File: src/rtl/pipeline_ctrl_pkg.sv
// ============================================================================
// CPU_Defines : shared sequencer state and per-stage control bundle types
// Rev 1.0     : initial release
// ============================================================================
`default_nettype none

package CPU_Defines;

  typedef enum logic [1:0] {
    RUN      = 2'd0,
    DIV_WAIT = 2'd1,
    DROP     = 2'd2
  } PipeCtrlState;

  typedef struct packed {
    logic pc_wr;
    logic id_wr;
    logic exe_wr;
    logic mem_wr;
    logic mem2_wr;
    logic wb_wr;
    logic if_flush;
    logic id_flush;
    logic exe_flush;
    logic mem_flush;
    logic mem2_flush;
  } StageCtrl;

  // Free-running pipeline: every stage advances, nothing squashed.
  localparam StageCtrl CTRL_ADVANCE = StageCtrl'(11'b111111_00000);
  localparam StageCtrl CTRL_FREEZE  = StageCtrl'(11'b000000_00000);

endpackage

`default_nettype wire

File: src/rtl/pipeline_ctrl_stall_counter.sv
// ============================================================================
// stall_counter : saturating event counter with async active-low clear
// Rev 1.0       : initial release
// ============================================================================
`default_nettype none

module stall_counter #(
  parameter int CNT_W = 32
) (
  input  logic             clk,
  input  logic             rst_n,
  input  logic             inc,
  output logic [CNT_W-1:0] cnt
);

  localparam logic [CNT_W-1:0] C_ONE = {{(CNT_W-1){1'b0}}, 1'b1};

  logic [CNT_W-1:0] cnt_q;
  logic [CNT_W-1:0] cnt_d;

  always_comb begin
    cnt_d = cnt_q;
    if (inc && (cnt_q != {CNT_W{1'b1}})) begin
      cnt_d = cnt_q + C_ONE;
    end
  end

  always_ff @(posedge clk or negedge rst_n) begin
    if (!rst_n) begin
      cnt_q <= '0;
    end else begin
      cnt_q <= cnt_d;
    end
  end

  assign cnt = cnt_q;

endmodule

`default_nettype wire

File: src/rtl/pipeline_ctrl.sv
// ============================================================================
// pipeline_ctrl : six-stage pipeline sequencer (stalls, flushes, divider)
// Rev 1.0       : initial release
// ============================================================================
`default_nettype none

module pipeline_ctrl
  import CPU_Defines::*;
#(
  parameter int CNT_W = 32
) (
  input  logic             clk,
  input  logic             resetn,
  input  logic             ID_EX_DH_Stall,
  input  logic             ID_MEM1_DH_Stall,
  input  logic             ID_MEM2_DH_Stall,
  input  logic             Icache_Busy,
  input  logic             Dcache_Busy,
  input  logic             EXE_IsDiv,
  input  logic             Div_Done,
  input  logic             EXE_BranchFail,
  input  logic             MEM_Except,
  output logic             PC_Wr,
  output logic             ID_Wr,
  output logic             EXE_Wr,
  output logic             MEM_Wr,
  output logic             MEM2_Wr,
  output logic             WB_Wr,
  output logic             IF_Flush,
  output logic             ID_Flush,
  output logic             EXE_Flush,
  output logic             MEM_Flush,
  output logic             MEM2_Flush,
  output logic             Div_Start,
  output logic             Div_Abort,
  output logic [CNT_W-1:0] Stall_Cnt
);

  PipeCtrlState state_q;
  PipeCtrlState state_d;
  StageCtrl     ctrl;
  logic         dh_stall;

  assign dh_stall = ID_EX_DH_Stall | ID_MEM1_DH_Stall | ID_MEM2_DH_Stall;

  always_comb begin
    ctrl      = CTRL_ADVANCE;
    Div_Start = 1'b0;
    Div_Abort = 1'b0;
    state_d   = state_q;

    if (!resetn || Dcache_Busy) begin
      ctrl = CTRL_FREEZE;
    end else if (MEM_Except) begin
      // IF_Flush also covers a simultaneous mispredict; PC loads the vector.
      ctrl.if_flush  = 1'b1;
      ctrl.id_flush  = 1'b1;
      ctrl.exe_flush = 1'b1;
      ctrl.mem_flush = 1'b1;
      Div_Abort      = (state_q == DIV_WAIT);
      state_d        = Icache_Busy ? DROP : RUN;
    end else begin
      case (state_q)
        DIV_WAIT: begin
          if (!Div_Done) begin
            ctrl.pc_wr     = 1'b0;
            ctrl.id_wr     = 1'b0;
            ctrl.exe_wr    = 1'b0;
            ctrl.mem_flush = 1'b1;
          end else begin
            state_d = RUN;
          end
        end
        DROP: begin
          // The in-flight fetch is wrong-path, including the one returning now.
          ctrl.id_flush = 1'b1;
          ctrl.pc_wr    = ~Icache_Busy;
          if (!Icache_Busy) begin
            state_d = RUN;
          end
        end
        RUN: begin
          if (EXE_IsDiv) begin
            Div_Start      = 1'b1;
            ctrl.pc_wr     = 1'b0;
            ctrl.id_wr     = 1'b0;
            ctrl.exe_wr    = 1'b0;
            ctrl.mem_flush = 1'b1;
            state_d        = DIV_WAIT;
          end else if (EXE_BranchFail) begin
            ctrl.if_flush = 1'b1;
            if (Icache_Busy) begin
              state_d = DROP;
            end
          end else if (dh_stall) begin
            ctrl.pc_wr     = 1'b0;
            ctrl.id_wr     = 1'b0;
            ctrl.exe_flush = 1'b1;
          end else if (Icache_Busy) begin
            ctrl.pc_wr    = 1'b0;
            ctrl.id_flush = 1'b1;
          end
        end
        default: begin
          state_d = RUN;
        end
      endcase
    end
  end

  always_ff @(posedge clk or negedge resetn) begin
    if (!resetn) begin
      state_q <= RUN;
    end else begin
      state_q <= state_d;
    end
  end

  assign PC_Wr      = ctrl.pc_wr;
  assign ID_Wr      = ctrl.id_wr;
  assign EXE_Wr     = ctrl.exe_wr;
  assign MEM_Wr     = ctrl.mem_wr;
  assign MEM2_Wr    = ctrl.mem2_wr;
  assign WB_Wr      = ctrl.wb_wr;
  assign IF_Flush   = ctrl.if_flush;
  assign ID_Flush   = ctrl.id_flush;
  assign EXE_Flush  = ctrl.exe_flush;
  assign MEM_Flush  = ctrl.mem_flush;
  assign MEM2_Flush = ctrl.mem2_flush;

  stall_counter #(
    .CNT_W (CNT_W)
  ) u_stall_counter (
    .clk   (clk),
    .rst_n (resetn),
    .inc   (~ctrl.pc_wr),
    .cnt   (Stall_Cnt)
  );

endmodule

`default_nettype wire
File: config.mk
export PLATFORM = sky130hd
export DESIGN_NAME = pipeline_ctrl
export DESIGN_NICKNAME = d
export VERILOG_FILES = /design/src/rtl/pipeline_ctrl_pkg.sv /design/src/rtl/pipeline_ctrl_stall_counter.sv /design/src/rtl/pipeline_ctrl.sv
export SDC_FILE = /design/constraint.sdc
export NUM_CORES = 1
export LEC_CHECK = 0
export ABC_AREA = 1
export BUFFER_PORTS_ARGS = -buffer_cell sky130_fd_sc_hd__buf_2
export CELL_PAD_IN_SITES_DETAIL_PLACEMENT = 2
export CELL_PAD_IN_SITES_GLOBAL_PLACEMENT = 2
export CORE_MARGIN = 4
export CORE_UTILIZATION = 25
export DETAILED_ROUTE_END_ITERATION = 7
export PLACE_DENSITY_LB_ADDON = 0.25
export SETUP_SLACK_MARGIN = 0.15
export SYNTH_ARGS = -nofsm -noshare
export SYNTH_HDL_FRONTEND = slang
export SYNTH_SLANG_ARGS = --single-unit
File: constraint.sdc
create_clock -name clk -period 1.7 [get_ports clk]
set_clock_uncertainty 0.15 [all_clocks]
set_input_delay 0.34 -clock clk [delete_from_list [all_inputs] [get_ports clk]]
set_output_delay 0.34 -clock clk [all_outputs]
set_load 0.01 [all_outputs]
==> results of run 1 <==
flip-flops by register name, summed over array words and instances (netlist names):
register	cells
u_stall_counter.cnt	32
state_q	2
cells in the final DEF (no fill, tap or decap), drive strengths merged, types with 2 or more instances in the layout:
cell	n
inv	38
nor2	65
xnor2	3
xor2	9
dfrtp	34
a21oi	3
nand4	2
nand2	191
o21ai	9
buf	129
nand3	48
clkbuf	7
nor3	3
per-layer routing:
| layer | vias up | global-route usage [%] | part of all wire [%] |
|---|---|---|---|
| li1 | 1557 | - | - |
| met1 | 1604 | 25.67 | 44 |
| met2 | 36 | 38.10 | 53 |
| met3 | 9 | 2.701 | 2.1 |
| met4 | 0 | 3.651 | 0.88 |
| met5 | - | 0 | 0 |
worst max path at each step:
stage / endpoint / start / slack [ns]
6_report: MEM_Flush / state_q[0] / -0.29
5_1_grt: PC_Wr / state_q[0] / -0.40
4_1_cts: ID_Wr / state_q[1] / -0.27
3_5_place_dp: u_stall_counter.cnt[29] / u_stall_counter.cnt[2] / -0.14
3_3_place_gp: u_stall_counter.cnt[29] / u_stall_counter.cnt[2] / -0.04
2_1_floorplan: u_stall_counter.cnt[0] / u_stall_counter.cnt[0] / -0.004
report_power, final:
group / leakage, nW / switching, mW / internal [mW] / total (mW)
combinational: 1.50 / 0.640 / 0.641 / 1.28
clock: 0.0482 / 0.341 / 0.328 / 0.669
sequential: 0.456 / 0.116 / 0.899 / 1.01
total: 2.00 / 1.10 / 1.87 / 2.97
cells in the mapped netlist (all sizes together):
library cell / instances
ha: 1
and2: 1
nand3: 48
o21ai: 9
nand2: 191
xnor2: 3
buf: 12
o31ai: 1
xor2: 9
nor2: 65
nand3b: 1
nand4: 2
dfrtp: 34
inv: 38
a21oi: 3
a31oi: 1
conb: 1
nor3: 3
metrics by stage:
step                      util (%)  hold WS (ns)
after floorplan                  -       -0.1056
after global placement       35.19        0.3182
after detailed placement     35.19        0.3302
after CTS                    38.84      0.009671
after global routing         39.28       0.03580
final                        39.28      -0.01212
critical path, stage by stage (launching register included):
cell and delay [ns]:
dfrtp_1 0.43, nor2_4 0.18, buf_4 0.14, inv_1 0.06, o21ai_2 0.14, nand2_1 0.06
nand2_1 0.05, buf_2 0.13
final cells by class:
cell class	count	share of cell area (%)
well taps	133	4.275
flip-flops and latches	34	22.05
clock inverters	1	0.1286
repair buffers	129	25.55
clock buffers	7	2.218
multi-input cells	339	42.04
inverters	38	3.729
logic make-up (layout without fill, tap and decap cells):
| group | count (synthesis) | after routing | synth area share [%] |
|---|---|---|---|
| AO/OA/AOI/OAI | 14 | 14 | 2.867 |
| XOR/XNOR | 12 | 12 | 4.082 |
| adder cells (fa/ha/maj) | 1 | 1 | 0.4858 |
| buffers and inverters | 50 | 175 | 8.892 |
| flip-flops | 34 | 34 | 33.04 |
| other | 1 | 1 | 0.1456 |
| AND/OR/NAND/NOR | 311 | 311 | 50.49 |
timing repair:
action | in CTS | in global routing
gates cloned | 3 | 0
pin swaps | 9 | 7
hold buffers | 0 | 0
gates resized for setup | 37 | 13
setup endpoints to repair | 44 | 48
buffers inserted | 9 | 1
==> results.cfg, run 1 <==
[status]
status = finished, violations left
violations = negative hold slack, negative setup slack

[floorplan]
start_util_pct = 25.98
fp.dieH_um = 109.5
rows = 36
core_area_mm2 = 0.009910
pin_count = 56
dieWidth_um = 109.5
die-area_mm2 = 0.01199

[power]
leakage_nw = 2.002
power_density_mw_per_mm2 = 761.7
design_power_total_mw = 2.965
peakVddDrop_v = 0.0003864

[timing]
fin_hold_ws_ns = -0.01212
fin_crit_sh_pct = 117.0
fin_setup_tns_ns = -5.595
min_period_ns = 1.989
rsz0062_at_grt = true
finalWorstSetupSlack_ns = -0.2888
fmax_ghz = 0.5028
finalHoldViolations = 20
finalSetupViolCount = 40
drv_slew = 0

[logic_synthesis]
synth_area_per_cell_um2 = 6.087
synth.top_cells.by_area = dfrtp_1 (33%), nand2_1 (27%), nand3_1 (9.1%)
netlist_area_mm2 = 0.002575
synth_area_leader_cell = dfrtp_1
synth_cell_types = 27
syn_nets = 435
seq_area_frac_synth_pct = 33.04
postSynthCellCount = 423
synth-seq-cells = 34
synth_top_area_share_pct = 33.04
ys_warn_count = 0

[critical_path]
r2r-end = u_stall_counter.cnt[20]
r2r-start = state_q[1]
criticalPathCategory = flop to primary output
reg2reg_depth = 11
critPathLaunchType = flop
rrSetupSlack_ns = -0.17
crit_fanout = 4
end_kind = primary output
worst_ep_arrival_time_ns = 1.50
critPathRequiredTime_ns = 1.21

[finish]
final-seq-area_um2 = 858.3
fin_nets = 559
fillCellCount = 1270
drive_gt1_share_pct = 33.58
fin_cells = 681
fin_area_mm2 = 0.003892
syn_to_final_growth_pct = 51.17
diodes = 0
multi_input_area_mm2 = 0.001637

[grt]
grt_pass1_vias = 3562
grt_usage_pct = 20.62
grt_antenna_before_repair = 0
grt_pass1_wl_mm = 18.91
grt_max_degree = 35
gr-total-overflow = 0

[placed_design]
hpwl_mm = 8.820
port_buffers = 54
pre_cts_ws_ns = -0.1432
placed_area_mm2 = 0.003487
gp_congestion = 0.8517
place_inst = 660

[routing]
ant_nets = 0
dr_total_vias = 3206
drt_iter0_markers = 100
wl_per_cell_um = 17.64
first_pass_iters = 4
routed_wl_mm = 12.01
vias_per_cell = 4.708
drt_drc_violations_left = 0

[clocking]
cts_sinks = 34
cts-root-buf = clkbuf_8
cts_buffer_depth = 2
insertion_delay_ns = 0.30
cts_inserted_buffers = 5
path_clk_slew_ns = 0.08
cts_tree = done
htreeDepth = 2

[min_path]
min_path_type = primary input to async pin

[job]
cap_violations = 0
Power figures use the tool's default switching activity.
==> run 2: changes to the inputs <==
--- a/config.mk
+++ b/config.mk
@@ -13,7 +13,7 @@
 export CORE_UTILIZATION = 25
 export DETAILED_ROUTE_END_ITERATION = 7
 export PLACE_DENSITY_LB_ADDON = 0.25
-export SETUP_SLACK_MARGIN = 0.15
+export SETUP_SLACK_MARGIN = 0.3
 export SYNTH_ARGS = -nofsm -noshare
 export SYNTH_HDL_FRONTEND = slang
 export SYNTH_SLANG_ARGS = --single-unit
==> results.cfg, run 2 (synthesized netlist as in run 1, its figures left out) <==
[critical_path]
critPathLaunchType = flop
crit_slowest_cell = dfrtp_2
rrSetupSlack_ns = -0.29
worst_ep_arrival_time_ns = 1.52
crit_fanout = 5
critPathRequiredTime_ns = 1.21
crit_family = flip-flops
cp_slowest_stage_delay_ns = 0.47
criticalPathCategory = flop to primary output
cp_cell_sequence = nor2_4 > nand2_2 > buf_4 > o31ai_2 > buf_2
path_buf_inv = 2
end_kind = primary output

[routing]
dr_total_vias = 3304
ant_nets = 0
drt_drc_violations_left = 0
first_pass_iters = 4
vias_per_cell = 4.761
drt_iter0_markers = 106
routed_wl_mm = 13.19
wl_per_cell_um = 19.01

[job]
cap_violations = 0

[timing]
finalWorstSetupSlack_ns = -0.3074
min_period_ns = 2.007
fin_setup_tns_ns = -8.783
finalHoldViolations = 0
drv_slew = 0
rsz0062_at_grt = true
max_slew_margin_pct = 66.14
fin_crit_sh_pct = 118.1
worst_slew_pin_slew_ns = 0.5079
finalSetupViolCount = 42
fmax_ghz = 0.4982

[min_path]
min_path_type = primary input to flop

[finish]
drive_gt1_share_pct = 37.08
diodes = 0
fillCellCount = 1174
syn_to_final_growth_pct = 70.17
layout_common_cells = nand2_1 (178), buf_6 (69), nor2_1 (52), buf_4 (45), nand3_1 (43)
fin_nets = 572
largest_register_ffs = 32
fin_util_pct = 44.22
layout_commonest_cell = nand2_1

[placed_design]
hpwl_mm = 8.788
port_buffers = 54
pre_cts_ws_ns = -0.2001
gp_congestion = 0.8729

[power]
leakage_nw = 2.135
power_density_mw_per_mm2 = 746.4
peakVddDrop_v = 0.0003912

[floorplan]
pin_count = 56
die-area_mm2 = 0.01199
start_util_pct = 25.98
rows = 36
fp.dieH_um = 109.5
core_area_mm2 = 0.009910
dieWidth_um = 109.5

[clocking]
htreeDepth = 2
cts-root-buf = clkbuf_8
cts_sinks = 34
cts_tree = done
insertion_delay_ns = 0.31
path_clk_slew_ns = 0.08
cts_buffer_depth = 2
cts_inserted_buffers = 5

[grt]
grt_usage_pct = 22.99
grt_pass1_wl_mm = 20.80
grt_max_degree = 35
grt_pass1_vias = 3789
grt_antenna_before_repair = 1
gr-total-overflow = 0

[status]
status = finished, violations left
violations = negative setup slack
run 2: power breakdown:
| part | internal (mW) | total [mW] | switching [mW] |
|---|---|---|---|
| Combinational | 0.730 | 1.44 | 0.712 |
| Clock | 0.432 | 0.798 | 0.366 |
| Sequential | 0.902 | 1.03 | 0.128 |
| Total | 2.06 | 3.27 | 1.21 |
run 2: final timing paths:
path	startpoint	end	cells past startpoint
worst max-delay path	state_q[1]	EXE_Flush	5
worst min-delay path	MEM_Except	state_q[1]	5
worst max register to register	state_q[1]	u_stall_counter.cnt[6]	11
worst min register to register	u_stall_counter.cnt[4]	u_stall_counter.cnt[4]	2
max in group asynchronous	resetn	u_stall_counter.cnt[23]	3
min in group asynchronous	resetn	u_stall_counter.cnt[7]	3
run 2: repair_timing:
item,CTS,global route
pin swaps,12,10
hold endpoints to repair,0,4
buffers inserted,11,9
gates resized for setup,85,31
setup endpoints to repair,76,77
cloned,2,0
hold buffers,0,1
run 2: tightest hold or removal path: stages:
cell	delay, ns
buf_2	0.09
buf_4	0.13
o21ai_0	0.11
nand2_1	0.08
nand2_1	0.05
run 2: final cells by class:
class                           instances  area, um^2  share of cell area (%)
Multi-Input combinational cell        339        1695                   38.69
Timing Repair Buffer                  142        1395                   31.84
Sequential cell                        34       863.3                   19.70
Tap cell                              133       166.4                   3.798
Inverter                               38       152.6                   3.484
Clock buffer                            5       68.82                   1.571
Clock inverter                          3       40.04                  0.9138
run 2: metal layers:
metal / vias up / track usage [%] / wire [um]
met5: - / 0 / 0
met4: 0 / 4.898 / 174
met3: 11 / 2.877 / 437
met2: 60 / 43.24 / 7172
met1: 1652 / 27.76 / 5408
li1: 1581 / - / -
run 2: stage by stage:
stage	power, mW	hold WS (ns)	instances	area, um^2
floorplan	1.533	-0.1056	423	2691
global placement	1.995	0.3667	663	3555
detailed placement	2.066	0.3936	663	3555
CTS	3.117	0.07859	684	4202
global route	3.468	0.4055	694	4382
finish	3.271	0.3719	694	4382
==> run 3: changes to the inputs <==
--- a/config.mk
+++ b/config.mk
@@ -12,8 +12,9 @@
 export CORE_MARGIN = 4
 export CORE_UTILIZATION = 25
 export DETAILED_ROUTE_END_ITERATION = 7
+export GPL_TIMING_DRIVEN = 0
 export PLACE_DENSITY_LB_ADDON = 0.25
-export SETUP_SLACK_MARGIN = 0.3
+export SETUP_SLACK_MARGIN = 0.2
 export SYNTH_ARGS = -nofsm -noshare
 export SYNTH_HDL_FRONTEND = slang
 export SYNTH_SLANG_ARGS = --single-unit
==> constraint.sdc (replaced) <==
create_clock -name clk -period 1.7 [get_ports clk]
set_clock_uncertainty 0.15 [all_clocks]
set_input_delay 0.34 -clock clk [delete_from_list [all_inputs] [get_ports clk]]
set_output_delay 0.34 -clock clk [all_outputs]
set_load 0.05 [all_outputs]
==> results.cfg, run 3 (synthesized netlist as in run 1, its figures left out) <==
[timing]
drv_slew = 0
fmax_ghz = 0.4494
max_slew_margin_pct = 33.34
fin_setup_tns_ns = -17.40
finalHoldViolations = 0
worst_slew_pin_slew_ns = 0.9999
min_period_ns = 2.225
finalSetupViolCount = 44
fin_crit_sh_pct = 130.9
fin_hold_ws_ns = 0.2319
rsz0062_at_grt = true
finalWorstSetupSlack_ns = -0.5253

[status]
status = finished, violations left
violations = negative setup slack

[grt]
gr-total-overflow = 0
grt_pass1_vias = 3722
use_met2_pct = 42.20
met1_usage_pct = 29.80
grt_usage_pct = 23.35
grt_pass1_wl_mm = 21.19
grt_max_degree = 18
gr-max-usage-layer = met2
grt_antenna_before_repair = 0
grtUsageMet3_pct = 2.525

[critical_path]
critPathLaunchType = flop
cp_slowest_stage_delay_ns = 0.46
critPathRequiredTime_ns = 1.74
cp_cell_sequence = nor2_2 > nor2_1 > nor2_1 > nand2_2 > nand2_4 > buf_4 > buf_6 > buf_8 > nand2_8 > buf_12 > buf_8 > nand2_2 > nand2_2
crit_family = simple AND/OR/NAND/NOR gates
path_buf_inv = 5
criticalPathCategory = flop to flop
end_kind = flop
crit_fanout = 5
worst_ep_arrival_time_ns = 2.27
crit_top_cell = nand2_2
crit_slowest_cell = dfrtp_2

[routing]
vias_per_cell = 4.975
wl_per_cell_um = 21.80
first_pass_iters = 4
dr_total_vias = 3338
drt_drc_violations_left = 0
drt_iter0_markers = 180
routed_wl_mm = 14.63
ant_nets = 0

[finish]
largest_register_ffs = 32
syn_to_final_growth_pct = 72.35
layout_common_cells = nand2_1 (163), buf_4 (58), nor2_1 (50), inv_1 (32), dfrtp_2 (29)
fin_nets = 548
fillCellCount = 1136
drive_gt1_share_pct = 43.39
layout_commonest_cell = nand2_1

[power]
p_int_mw = 1.989
leakage_nw = 2.059
pwr-share-comb_pct = 51.1
netSwitchingPower_mw = 1.514
p_seq_share_pct = 29.8
clockPowerShare_pct = 19.1
peakVddDrop_v = 0.0005292
switching_share_pct = 43.23
power_density_mw_per_mm2 = 789.2

[clocking]
insertion_delay_ns = 0.31
cts_inserted_buffers = 5
path_clk_slew_ns = 0.09
cts_tree = done
cts_buffer_depth = 2
htreeDepth = 2
cts_sinks = 34
cts-root-buf = clkbuf_8

[placed_design]
gp_congestion = 0.8603
port_buffers = 54
hpwl_mm = 7.610

[floorplan]
pin_count = 56
rows = 36
start_util_pct = 25.98
dieWidth_um = 109.5
fp.dieH_um = 109.5
die-area_mm2 = 0.01199
core_area_mm2 = 0.009910

[min_path]
min_path_type = primary input to async pin

[job]
cap_violations = 0
[run 3: changes by cell type in the layout (fill, tap and decap cells not counted), sizes merged]
| cell | change |
|---|---|
| bufbuf | -1 |
| bufinv | -1 |
| diode | +1 |
| clkbuf | +5 |
| dlymetal6s4s | +1 |
| clkinvlp | +2 |
| inv | -2 |
| buf | -26 |
| clkinv | -2 |
[run 3: final timing paths]
check | start | end | slack [ns] | depth (start not counted)
worst max-delay path | state_q[1] | u_stall_counter.cnt[15] | -0.53 | 13
worst min-delay path | resetn | u_stall_counter.cnt[2] | 0.23 | 2
worst max register to register | state_q[1] | u_stall_counter.cnt[15] | -0.53 | 13
worst min register to register | u_stall_counter.cnt[5] | u_stall_counter.cnt[5] | 0.41 | 2
max in group asynchronous | resetn | u_stall_counter.cnt[30] | 0.48 | 2
min in group clk | MEM_Except | state_q[0] | 0.31 | 4
[run 3: worst register-to-register path, cell delays in order, from the launching register on]
cell     delay (ns)
dfrtp_2        0.46
nor2_2         0.20
nor2_1         0.10
nor2_1         0.15
nand2_2        0.08
nand2_4        0.09
buf_4          0.13
buf_6          0.09
buf_8          0.13
nand2_8        0.10
buf_12         0.15
buf_8          0.13
nand2_2        0.08
nand2_2        0.07
[run 3: layout make-up]
class | instances | area [um^2] | area share (%)
diodes | 1 | 2.502 | 0.05639
clock buffers | 8 | 80.08 | 1.804
repair buffers | 106 | 1140 | 25.68
well taps | 133 | 166.4 | 3.750
flip-flops and latches | 34 | 887.1 | 19.99
inverters | 38 | 162.7 | 3.665
multi-input cells | 339 | 1834 | 41.33
plain buffers | 12 | 165.2 | 3.721
[run 3: per-layer routing]
metal	part of all wire [%]	vias up	wire, um
met5	0	-	0
met4	3.1	0	447
met3	3.2	29	466
met2	51	81	7414
met1	43	1693	6299
li1	-	1535	-
[run 3: through the flow]
step | cell area, um^2 | setup WS (ns) | util (%) | power, mW | std cells
6_report | 4438 | -0.5253 | 44.79 | 3.503 | 671
3_3_place_gp | 3169 | -0.9426 | 31.98 | 2.071 | 610
4_1_cts | 4179 | -0.4272 | 42.17 | 3.237 | 657
2_1_floorplan | 2733 | -0.1859 | - | 1.829 | 423
3_5_place_dp | 3169 | -0.9976 | 31.98 | 2.115 | 610
5_1_grt | 4436 | -0.5880 | 44.76 | 3.657 | 670
[run 3: what timing repair did]
item / in CTS / in global routing
buffers inserted: 30 / 12
gates cloned: 7 / 1
hold buffers: 2 / 0
endpoints found under the setup margin: 77 / 85
pin swaps: 22 / 19
endpoints found under the hold margin: 34 / 0
resized for setup: 140 / 58
[run 3: power groups by stage]
stage,Sequential [mW],Combinational [mW],Clock (mW)
2_1_floorplan,1.27,0.556,0
3_3_place_gp,1.06,1.01,0
3_5_place_dp,1.07,1.05,0
4_1_cts,1.04,1.56,0.639
5_1_grt,1.06,1.90,0.700
6_report,1.04,1.79,0.670
